[config.mk]
export PLATFORM = sky130hd
export DESIGN_NAME = id_stage_flat
export DESIGN_NICKNAME = d
export VERILOG_FILES = /design/src/rtl/id_stage_if.sv /design/src/rtl/id_stage.sv /design/src/flat_wrapper.sv
export SDC_FILE = /design/constraint.sdc
export NUM_CORES = 2
export LEC_CHECK = 0
export BUFFER_PORTS_ARGS = -buffer_cell sky130_fd_sc_hd__buf_2
export CAP_MARGIN = 20
export CORE_MARGIN = 2
export CORE_UTILIZATION = 50
export DETAILED_ROUTE_END_ITERATION = 7
export PLACE_DENSITY_LB_ADDON = 0.08
export SLEW_MARGIN = 30
export SYNTH_ARGS = -nofsm -noshare
export SYNTH_HDL_FRONTEND = slang
export SYNTH_SLANG_ARGS = --single-unit
[constraint.sdc]
create_clock -name clk -period 2.4 [get_ports clk]
set_input_delay 0.24 -clock clk [delete_from_list [all_inputs] [get_ports clk]]
set_output_delay 0.24 -clock clk [all_outputs]
set_load 0.005 [all_outputs]
[src/rtl/id_stage_if.sv]
// -----------------------------------------------------------------------------
// id_stage_if
// Purpose : Bundles the decode-stage traffic of a MIPS-like pipeline: the
//           IF/ID inputs, the write-back port into the register file, and the
//           decoded controls and operands leaving the stage.
// Ports   : none (interface). Modports:
//           master - IF/WB side: drives pc_in, instruction_in, writeData_WB,
//                    writeAddr_WB, regWrite_WB; observes every decode output.
//           slave  - the decode stage: the reverse directions.
// -----------------------------------------------------------------------------
interface id_stage_if;
   logic [31:0] pc_in;
   logic [31:0] instruction_in;
   logic [31:0] writeData_WB;
   logic [4:0]  writeAddr_WB;
   logic        regWrite_WB;

   logic [31:0] pc_out;
   logic [31:0] instruction_out;
   logic        regDst, regWrite, aluSrc, branch, jump, memRead, memWrite;
   logic        memToReg, atomic, beq, jal, jr, lui, zeroExt, useSign;
   logic [3:0]  mMask;
   logic [3:0]  aluOp;
   logic [31:0] rsData;
   logic [31:0] rtData;

   modport master (
      output pc_in, instruction_in, writeData_WB, writeAddr_WB, regWrite_WB,
      input  pc_out, instruction_out, regDst, regWrite, aluSrc, branch, jump,
             memRead, memWrite, memToReg, atomic, beq, jal, jr, lui, zeroExt,
             useSign, mMask, aluOp, rsData, rtData
   );

   modport slave (
      input  pc_in, instruction_in, writeData_WB, writeAddr_WB, regWrite_WB,
      output pc_out, instruction_out, regDst, regWrite, aluSrc, branch, jump,
             memRead, memWrite, memToReg, atomic, beq, jal, jr, lui, zeroExt,
             useSign, mMask, aluOp, rsData, rtData
   );
endinterface

[src/rtl/id_stage.sv]
// -----------------------------------------------------------------------------
// id_stage
// Purpose : Instruction-decode stage. Holds the IF/ID pipeline register,
//           decodes the registered instruction into datapath controls, and
//           owns the 32x32 register file with write-back bypass on reads.
// Ports   : clk   - rising-edge clock
//           rst   - asynchronous active-low reset
//           io_id - id_stage_if.slave: IF inputs, WB write port, decode outputs
// -----------------------------------------------------------------------------
module id_stage (
   input logic       clk,
   input logic       rst,
   id_stage_if.slave io_id
);

   typedef enum logic [3:0] {
      ALU_ADD = 4'd0, ALU_SUB = 4'd1, ALU_AND = 4'd2, ALU_OR  = 4'd3,
      ALU_XOR = 4'd4, ALU_NOR = 4'd5, ALU_SLT = 4'd6, ALU_SLL = 4'd7,
      ALU_SRL = 4'd8, ALU_SRA = 4'd9
   } alu_op_e;

   typedef struct packed {
      logic    reg_dst;
      logic    reg_write;
      logic    alu_src;
      logic    branch;
      logic    jump;
      logic    mem_read;
      logic    mem_write;
      logic    mem_to_reg;
      logic    atomic;
      logic    beq;
      logic    jal;
      logic    jr;
      logic    lui;
      logic    zero_ext;
      logic    use_sign;
      logic [3:0] m_mask;
      alu_op_e alu_op;
   } ctrl_t;

   logic [31:0] r_pc;
   logic [31:0] r_instr;
   logic [31:0] r_regs [0:31];

   logic [5:0]  w_op;
   logic [5:0]  w_funct;
   logic [4:0]  w_rs;
   logic [4:0]  w_rt;
   logic        w_wr_en;
   logic [31:0] w_rs_data;
   logic [31:0] w_rt_data;
   ctrl_t       w_ctrl;

   // IF/ID pipeline register: no stall or flush, loads every cycle.
   // NOTE: state updates use non-blocking assignments so every flop samples
   // pre-edge values regardless of block ordering.
   always_ff @(posedge clk or negedge rst) begin
      if (!rst) begin
         r_pc    <= '0;
         r_instr <= '0;
      end else begin
         r_pc    <= io_id.pc_in;
         r_instr <= io_id.instruction_in;
      end
   end

   // R0 is hardwired: writes to it are dropped here and reads force zero.
   assign w_wr_en = io_id.regWrite_WB && (io_id.writeAddr_WB != 5'd0);

   // NOTE: the register file is cleared by reset, so it is built from
   // resettable flops rather than a RAM macro without a reset port.
   always_ff @(posedge clk or negedge rst) begin
      if (!rst) begin
         for (int i = 0; i < 32; i++) r_regs[i] <= '0;
      end else if (w_wr_en) begin
         r_regs[io_id.writeAddr_WB] <= io_id.writeData_WB;
      end
   end

   assign w_op    = r_instr[31:26];
   assign w_rs    = r_instr[25:21];
   assign w_rt    = r_instr[20:16];
   assign w_funct = r_instr[5:0];

   // Write-through bypass lets an instruction in decode see the value being
   // written back in the same cycle.
   assign w_rs_data = (w_rs == 5'd0) ? 32'd0 :
                      (w_wr_en && io_id.writeAddr_WB == w_rs) ? io_id.writeData_WB :
                      r_regs[w_rs];
   assign w_rt_data = (w_rt == 5'd0) ? 32'd0 :
                      (w_wr_en && io_id.writeAddr_WB == w_rt) ? io_id.writeData_WB :
                      r_regs[w_rt];

   // NOTE: every field gets a default before the case so no path leaves a
   // control unassigned and infers a latch.
   always_comb begin
      w_ctrl = '0;
      // An all-zero word would otherwise decode as sll; it is the canonical
      // NOP and, after reset, must leave every control low.
      if (r_instr != 32'd0) begin
         case (w_op)
            6'h00: begin
               w_ctrl.reg_dst   = 1'b1;
               w_ctrl.reg_write = 1'b1;
               case (w_funct)
                  6'h20: begin w_ctrl.alu_op = ALU_ADD; w_ctrl.use_sign = 1'b1; end
                  6'h21: w_ctrl.alu_op = ALU_ADD;
                  6'h22: begin w_ctrl.alu_op = ALU_SUB; w_ctrl.use_sign = 1'b1; end
                  6'h23: w_ctrl.alu_op = ALU_SUB;
                  6'h24: w_ctrl.alu_op = ALU_AND;
                  6'h25: w_ctrl.alu_op = ALU_OR;
                  6'h26: w_ctrl.alu_op = ALU_XOR;
                  6'h27: w_ctrl.alu_op = ALU_NOR;
                  6'h2A: begin w_ctrl.alu_op = ALU_SLT; w_ctrl.use_sign = 1'b1; end
                  6'h2B: w_ctrl.alu_op = ALU_SLT;
                  6'h00: w_ctrl.alu_op = ALU_SLL;
                  6'h02: w_ctrl.alu_op = ALU_SRL;
                  6'h03: w_ctrl.alu_op = ALU_SRA;
                  6'h08: begin w_ctrl.jr = 1'b1; w_ctrl.reg_write = 1'b0; end
                  default: w_ctrl = '0;
               endcase
            end
            6'h08, 6'h09, 6'h0A, 6'h0B, 6'h0C, 6'h0D, 6'h0E, 6'h0F: begin
               w_ctrl.alu_src   = 1'b1;
               w_ctrl.reg_write = 1'b1;
               case (w_op)
                  6'h08: w_ctrl.use_sign = 1'b1;
                  6'h0A: begin w_ctrl.alu_op = ALU_SLT; w_ctrl.use_sign = 1'b1; end
                  6'h0B: w_ctrl.alu_op = ALU_SLT;
                  6'h0C: begin w_ctrl.alu_op = ALU_AND; w_ctrl.zero_ext = 1'b1; end
                  6'h0D: begin w_ctrl.alu_op = ALU_OR;  w_ctrl.zero_ext = 1'b1; end
                  6'h0E: begin w_ctrl.alu_op = ALU_XOR; w_ctrl.zero_ext = 1'b1; end
                  6'h0F: w_ctrl.lui = 1'b1;
                  default: ;
               endcase
            end
            6'h20, 6'h21, 6'h23, 6'h24, 6'h25, 6'h30: begin
               w_ctrl.mem_read   = 1'b1;
               w_ctrl.mem_to_reg = 1'b1;
               w_ctrl.reg_write  = 1'b1;
               w_ctrl.alu_src    = 1'b1;
               case (w_op)
                  6'h20: begin w_ctrl.m_mask = 4'b0001; w_ctrl.use_sign = 1'b1; end
                  6'h24: w_ctrl.m_mask = 4'b0001;
                  6'h21: begin w_ctrl.m_mask = 4'b0011; w_ctrl.use_sign = 1'b1; end
                  6'h25: w_ctrl.m_mask = 4'b0011;
                  6'h30: begin w_ctrl.m_mask = 4'b1111; w_ctrl.atomic = 1'b1; end
                  default: w_ctrl.m_mask = 4'b1111;
               endcase
            end
            6'h28, 6'h29, 6'h2B, 6'h38: begin
               w_ctrl.mem_write = 1'b1;
               w_ctrl.alu_src   = 1'b1;
               case (w_op)
                  6'h28: w_ctrl.m_mask = 4'b0001;
                  6'h29: w_ctrl.m_mask = 4'b0011;
                  6'h38: begin
                     // sc also writes its success flag back to rt.
                     w_ctrl.m_mask    = 4'b1111;
                     w_ctrl.atomic    = 1'b1;
                     w_ctrl.reg_write = 1'b1;
                  end
                  default: w_ctrl.m_mask = 4'b1111;
               endcase
            end
            6'h04: begin
               w_ctrl.branch = 1'b1;
               w_ctrl.beq    = 1'b1;
               w_ctrl.alu_op = ALU_SUB;
            end
            6'h05: begin
               w_ctrl.branch = 1'b1;
               w_ctrl.alu_op = ALU_SUB;
            end
            6'h02: w_ctrl.jump = 1'b1;
            6'h03: begin
               w_ctrl.jump      = 1'b1;
               w_ctrl.jal       = 1'b1;
               w_ctrl.reg_write = 1'b1;
            end
            default: w_ctrl = '0;
         endcase
      end
   end

   assign io_id.pc_out          = r_pc;
   assign io_id.instruction_out = r_instr;
   assign io_id.rsData          = w_rs_data;
   assign io_id.rtData          = w_rt_data;
   assign io_id.regDst          = w_ctrl.reg_dst;
   assign io_id.regWrite        = w_ctrl.reg_write;
   assign io_id.aluSrc          = w_ctrl.alu_src;
   assign io_id.branch          = w_ctrl.branch;
   assign io_id.jump            = w_ctrl.jump;
   assign io_id.memRead         = w_ctrl.mem_read;
   assign io_id.memWrite        = w_ctrl.mem_write;
   assign io_id.memToReg        = w_ctrl.mem_to_reg;
   assign io_id.atomic          = w_ctrl.atomic;
   assign io_id.beq             = w_ctrl.beq;
   assign io_id.jal             = w_ctrl.jal;
   assign io_id.jr              = w_ctrl.jr;
   assign io_id.lui             = w_ctrl.lui;
   assign io_id.zeroExt         = w_ctrl.zero_ext;
   assign io_id.useSign         = w_ctrl.use_sign;
   assign io_id.mMask           = w_ctrl.m_mask;
   assign io_id.aluOp           = w_ctrl.alu_op;

endmodule

[src/flat_wrapper.sv]
// flat-port wrapper written by rule: the top's interface ports become plain ports
module id_stage_flat 
  (clk, rst, io_id_pc_in, io_id_instruction_in, io_id_writeData_WB, io_id_writeAddr_WB, io_id_regWrite_WB, io_id_pc_out, io_id_instruction_out, io_id_regDst, io_id_regWrite, io_id_aluSrc, io_id_branch, io_id_jump, io_id_memRead, io_id_memWrite, io_id_memToReg, io_id_atomic, io_id_beq, io_id_jal, io_id_jr, io_id_lui, io_id_zeroExt, io_id_useSign, io_id_mMask, io_id_aluOp, io_id_rsData, io_id_rtData);
  id_stage_if io_id_i ();
  input logic clk;
  input logic rst;
  input wire logic [$bits(io_id_i.pc_in)-1:0] io_id_pc_in;
  input wire logic [$bits(io_id_i.instruction_in)-1:0] io_id_instruction_in;
  input wire logic [$bits(io_id_i.writeData_WB)-1:0] io_id_writeData_WB;
  input wire logic [$bits(io_id_i.writeAddr_WB)-1:0] io_id_writeAddr_WB;
  input wire logic [$bits(io_id_i.regWrite_WB)-1:0] io_id_regWrite_WB;
  output wire logic [$bits(io_id_i.pc_out)-1:0] io_id_pc_out;
  output wire logic [$bits(io_id_i.instruction_out)-1:0] io_id_instruction_out;
  output wire logic [$bits(io_id_i.regDst)-1:0] io_id_regDst;
  output wire logic [$bits(io_id_i.regWrite)-1:0] io_id_regWrite;
  output wire logic [$bits(io_id_i.aluSrc)-1:0] io_id_aluSrc;
  output wire logic [$bits(io_id_i.branch)-1:0] io_id_branch;
  output wire logic [$bits(io_id_i.jump)-1:0] io_id_jump;
  output wire logic [$bits(io_id_i.memRead)-1:0] io_id_memRead;
  output wire logic [$bits(io_id_i.memWrite)-1:0] io_id_memWrite;
  output wire logic [$bits(io_id_i.memToReg)-1:0] io_id_memToReg;
  output wire logic [$bits(io_id_i.atomic)-1:0] io_id_atomic;
  output wire logic [$bits(io_id_i.beq)-1:0] io_id_beq;
  output wire logic [$bits(io_id_i.jal)-1:0] io_id_jal;
  output wire logic [$bits(io_id_i.jr)-1:0] io_id_jr;
  output wire logic [$bits(io_id_i.lui)-1:0] io_id_lui;
  output wire logic [$bits(io_id_i.zeroExt)-1:0] io_id_zeroExt;
  output wire logic [$bits(io_id_i.useSign)-1:0] io_id_useSign;
  output wire logic [$bits(io_id_i.mMask)-1:0] io_id_mMask;
  output wire logic [$bits(io_id_i.aluOp)-1:0] io_id_aluOp;
  output wire logic [$bits(io_id_i.rsData)-1:0] io_id_rsData;
  output wire logic [$bits(io_id_i.rtData)-1:0] io_id_rtData;
  assign io_id_i.pc_in = io_id_pc_in;
  assign io_id_i.instruction_in = io_id_instruction_in;
  assign io_id_i.writeData_WB = io_id_writeData_WB;
  assign io_id_i.writeAddr_WB = io_id_writeAddr_WB;
  assign io_id_i.regWrite_WB = io_id_regWrite_WB;
  assign io_id_pc_out = io_id_i.pc_out;
  assign io_id_instruction_out = io_id_i.instruction_out;
  assign io_id_regDst = io_id_i.regDst;
  assign io_id_regWrite = io_id_i.regWrite;
  assign io_id_aluSrc = io_id_i.aluSrc;
  assign io_id_branch = io_id_i.branch;
  assign io_id_jump = io_id_i.jump;
  assign io_id_memRead = io_id_i.memRead;
  assign io_id_memWrite = io_id_i.memWrite;
  assign io_id_memToReg = io_id_i.memToReg;
  assign io_id_atomic = io_id_i.atomic;
  assign io_id_beq = io_id_i.beq;
  assign io_id_jal = io_id_i.jal;
  assign io_id_jr = io_id_i.jr;
  assign io_id_lui = io_id_i.lui;
  assign io_id_zeroExt = io_id_i.zeroExt;
  assign io_id_useSign = io_id_i.useSign;
  assign io_id_mMask = io_id_i.mMask;
  assign io_id_aluOp = io_id_i.aluOp;
  assign io_id_rsData = io_id_i.rsData;
  assign io_id_rtData = io_id_i.rtData;
  id_stage u_core (.clk(clk), .rst(rst), .io_id(io_id_i));
endmodule
==> impl_metrics.yaml <==
status:
  result_of_the_run: "complete, but fails checks"
  violated_checks: "setup timing"
clocking:
  cts.reportedPaths.clkPinSlew_ps: 60
  cts_root_buffer: "sky130_fd_sc_hd__clkbuf_16"
  clock_insertion_delay_worst_skew_ps: 730
  cts_sinks: 1088
  cts_inserted_buffers: 130
  cts_max_path_buffers: 3
  cts_max_level: 4
  cts_tree: "built"
placed_design:
  routabilityCongestion: 0.894
  io_buffers: 254
  dpl-instance-area_um2: 64700
  place.detailed.hpwl_um: 137000
logic_synthesis:
  netlist.top_cell.by_area: "sky130_fd_sc_hd__dfrtp_1"
  synth.avg_cell_area_um2: 14.5
  ys_ff_latch: 1088
  yosysSeqAreaShare: 0.471
  synthDistinctLibCells: 79
  netlist_top_cells_area: "sky130_fd_sc_hd__dfrtp_1 47%, sky130_fd_sc_hd__mux2_2 20%, sky130_fd_sc_hd__mux4_2 16%"
  cell_area_after_technology_mapping_um2: 57800
  synthesis.instances: 3992
  ys_dominant_reg_cell: "sky130_fd_sc_hd__dfrtp_1"
  yosys.cell_count.top_type: "sky130_fd_sc_hd__dfrtp_1"
  netlist.area_leader.share: 0.471
  synthesis.yosys.warnings: 0
  yosys-top-cells-count: "1088 x sky130_fd_sc_hd__dfrtp_1, 1040 x sky130_fd_sc_hd__mux2_2, 406 x sky130_fd_sc_hd__mux4_2"
  synth_fp_nets: 4096
  synth-edff-count: 0
  synth_async_sr_flop_share: 1.00
routing:
  topRoutingLayerUsed: "met4"
  met2WireLength_um: 96200
  first_iter_violations: 4584
  wirelength_met1_um: 89000
  drt.antenna.violating_nets: 0
  drt_pass1_iterations: 8
  vias: 42300
  avgViaCountPerCell: 6.65
  wl_met3_um: 21400
  detail_route.wirelength_um: 216000
  drc: 0
  detail_route.wl_per_cell_um: 33.9
setup_path:
  end_kind: "primary output"
  reg2reg_setup_slack_ps: 1520
  ff2ff_path_depth: 2
  critical-path-slowest-cell: "sky130_fd_sc_hd__dfrtp_4"
  critical_path.reg2reg.endpoint: "u_core.r_regs[500]"
  regToRegStartpoint: "u_core.r_regs[500]"
  start_kind: "register"
  critPathTopFamily: "buffers and inverters"
  critical_path_class: "register to primary output"
  worstPathCellList: "buf_12 > buf_12 > nand3b_2 > buf_6 > buf_4 > o22ai_1 > a2111oi_2 > nor4_2 > nor3_2 > buf_4 > buf_2"
  slowest_delay_ps: 490
  critPathArrivalTime_ps: 3290
  timing.critical_path.required_ps: 2160
  critical_path.n_buffers_inverters: 6
  worst-path-max-fanout: 6
grt:
  grt_max_degree: 125
  grt.overflow.total: 0
  vias_in_the_first_global_route: 42500
  antenna_found_initial: 8
  grt_use_total: 0.363
  grt_first_pass_wirelength_um: 307000
die:
  num_rows: 124
  floorplan.die.height_um: 344
  dieArea_um2: 118000
  core_um2: 115000
  num_io_pins: 255
  floorplan.initialDensity: 0.505
  die_x_um: 344
sta:
  report.final.setup_viol: 73
  worst_slew_margin_rel: 0.496
  final_critical_path_setup_slack_ps: -1130
  final.setup_skew_ps: 0
  final-max-slew-violation-count: 0
  timing.hold.ws_ps: 76.7
  final.period_utilization: 1.47
  unrepaired_setup_endpoints_after_global_routing: "true"
  tightestPinTransition_ps: 757
  number_of_hold_violations_in_the_final_report: 0
  final_period_minus_worst_setup_slack_ps: 3530
  max_freq_ghz: 0.284
layout:
  fin_util: 0.655
  area_growth_syn_to_layout_pct: 29.7
  layout-drive-gt1-share: 0.622
  nets: 4846
  layout.cell_area.non_filler_um2: 75000
  n_fill_cell: 8343
worst_hold_path:
  min_path_type: "primary input to register"
  holdPathEnd: "u_core.r_regs[363]"
  min-delay-start: "io_id_writeData_WB[11]"
  hold-path-cell-count: 2
power:
  leakage_nw: 33.2
  vdd_drop_max_mv: 0.770
  power.density_cell_area_nw_per_um2: 763
flow_run:
  cap_violations: 0
## report_power, final
part	switching, mW	internal [mW]	leakage, nW
clock	8.19	11.6	2.11
sequential	2.57	21.7	13.9
combinational	5.43	7.74	17.3
total	16.2	41.0	33.2
## cell usage in the layout, fill, tap and decap left out, drive strengths merged, types with 19 or more instances in the layout
master	instances
dlygate4sd3	70
clkbuf	190
mux4	411
clkinv	37
o21ai	38
a22o	21
nand2b	19
nor2	100
a211oi	43
a21oi	39
nor4	22
nand2	56
dfrtp	1088
nor3	73
mux2i	224
nor2b	24
o22ai	97
a221o	29
buf	983
mux2	1062
a221oi	29
## logic make-up after synthesis
kind of cell,Yosys count,share of synthesized area
AO/OA/AOI/OAI,375,0.0478
AND/OR/NAND/NOR,367,0.0330
XOR/XNOR,12,0.00182
multiplexers,1697,0.406
buffers and inverters,453,0.0405
flip-flops,1088,0.471
## state kept, by name, summed over array words and instances (netlist names)
| name | cells |
|---|---|
| u_core.io_id.instruction_out | 32 |
| u_core.r_regs | 1024 |
| u_core.io_id.pc_out | 32 |
## final cells by class
cell class              count  area (µm²)  area share
repair buffers           1061       11000       0.147
well taps                1512        1890      0.0252
flip-flops and latches   1088       27300       0.364
clock inverters            52         497     0.00663
multi-input cells        2451       30500       0.407
inverters                  10        43.8    0.000584
clock buffers             184        3750      0.0500
diodes                      4        10.0    0.000134
## layer usage
metal	vias up	track usage
met2	2229	0.540
met3	475	0.0909
met1	22700	0.514
met4	0	0.141
met5	-	0
li1	16900	-
## through the flow
step / setup TNS [ps] / power (mW) / setup slack (ps) / cells
floorplan: 0 / 31.5 / 162 / 3992
global placement: -24430 / 35.6 / -833 / 5867
detailed placement: -26150 / 35.9 / -811 / 5867
CTS: -68830 / 56.6 / -1150 / 6305
global route: -72250 / 59.3 / -1230 / 6361
finish: -67440 / 57.2 / -1130 / 6362
## how the worst max path moves through the flow
| stage | startpoint | endpoint | cells past startpoint |
|---|---|---|---|
| 2_1_floorplan | u_core.io_id.instruction_out[16] | io_id_rtData[10] | 7 |
| 3_3_place_gp | u_core.io_id.instruction_out[16] | io_id_rtData[20] | 8 |
| 3_5_place_dp | u_core.io_id.instruction_out[18] | io_id_rtData[22] | 9 |
| 4_1_cts | u_core.io_id.instruction_out[16] | io_id_rtData[22] | 10 |
| 5_1_grt | u_core.io_id.instruction_out[16] | io_id_rtData[22] | 11 |
| 6_report | u_core.io_id.instruction_out[17] | io_id_rtData[22] | 11 |
## timing repair
| action | CTS | global route |
|---|---|---|
| setup endpoints to repair | 76 | 78 |
| buffers inserted | 130 | 71 |
| resized for setup | 432 | 282 |
| hold buffers | 70 | 0 |
| endpoints found under the hold margin | 1013 | 0 |
| gates cloned | 19 | 6 |
| pin swaps | 117 | 113 |
No activity file was read; power rests on OpenSTA's default activity.
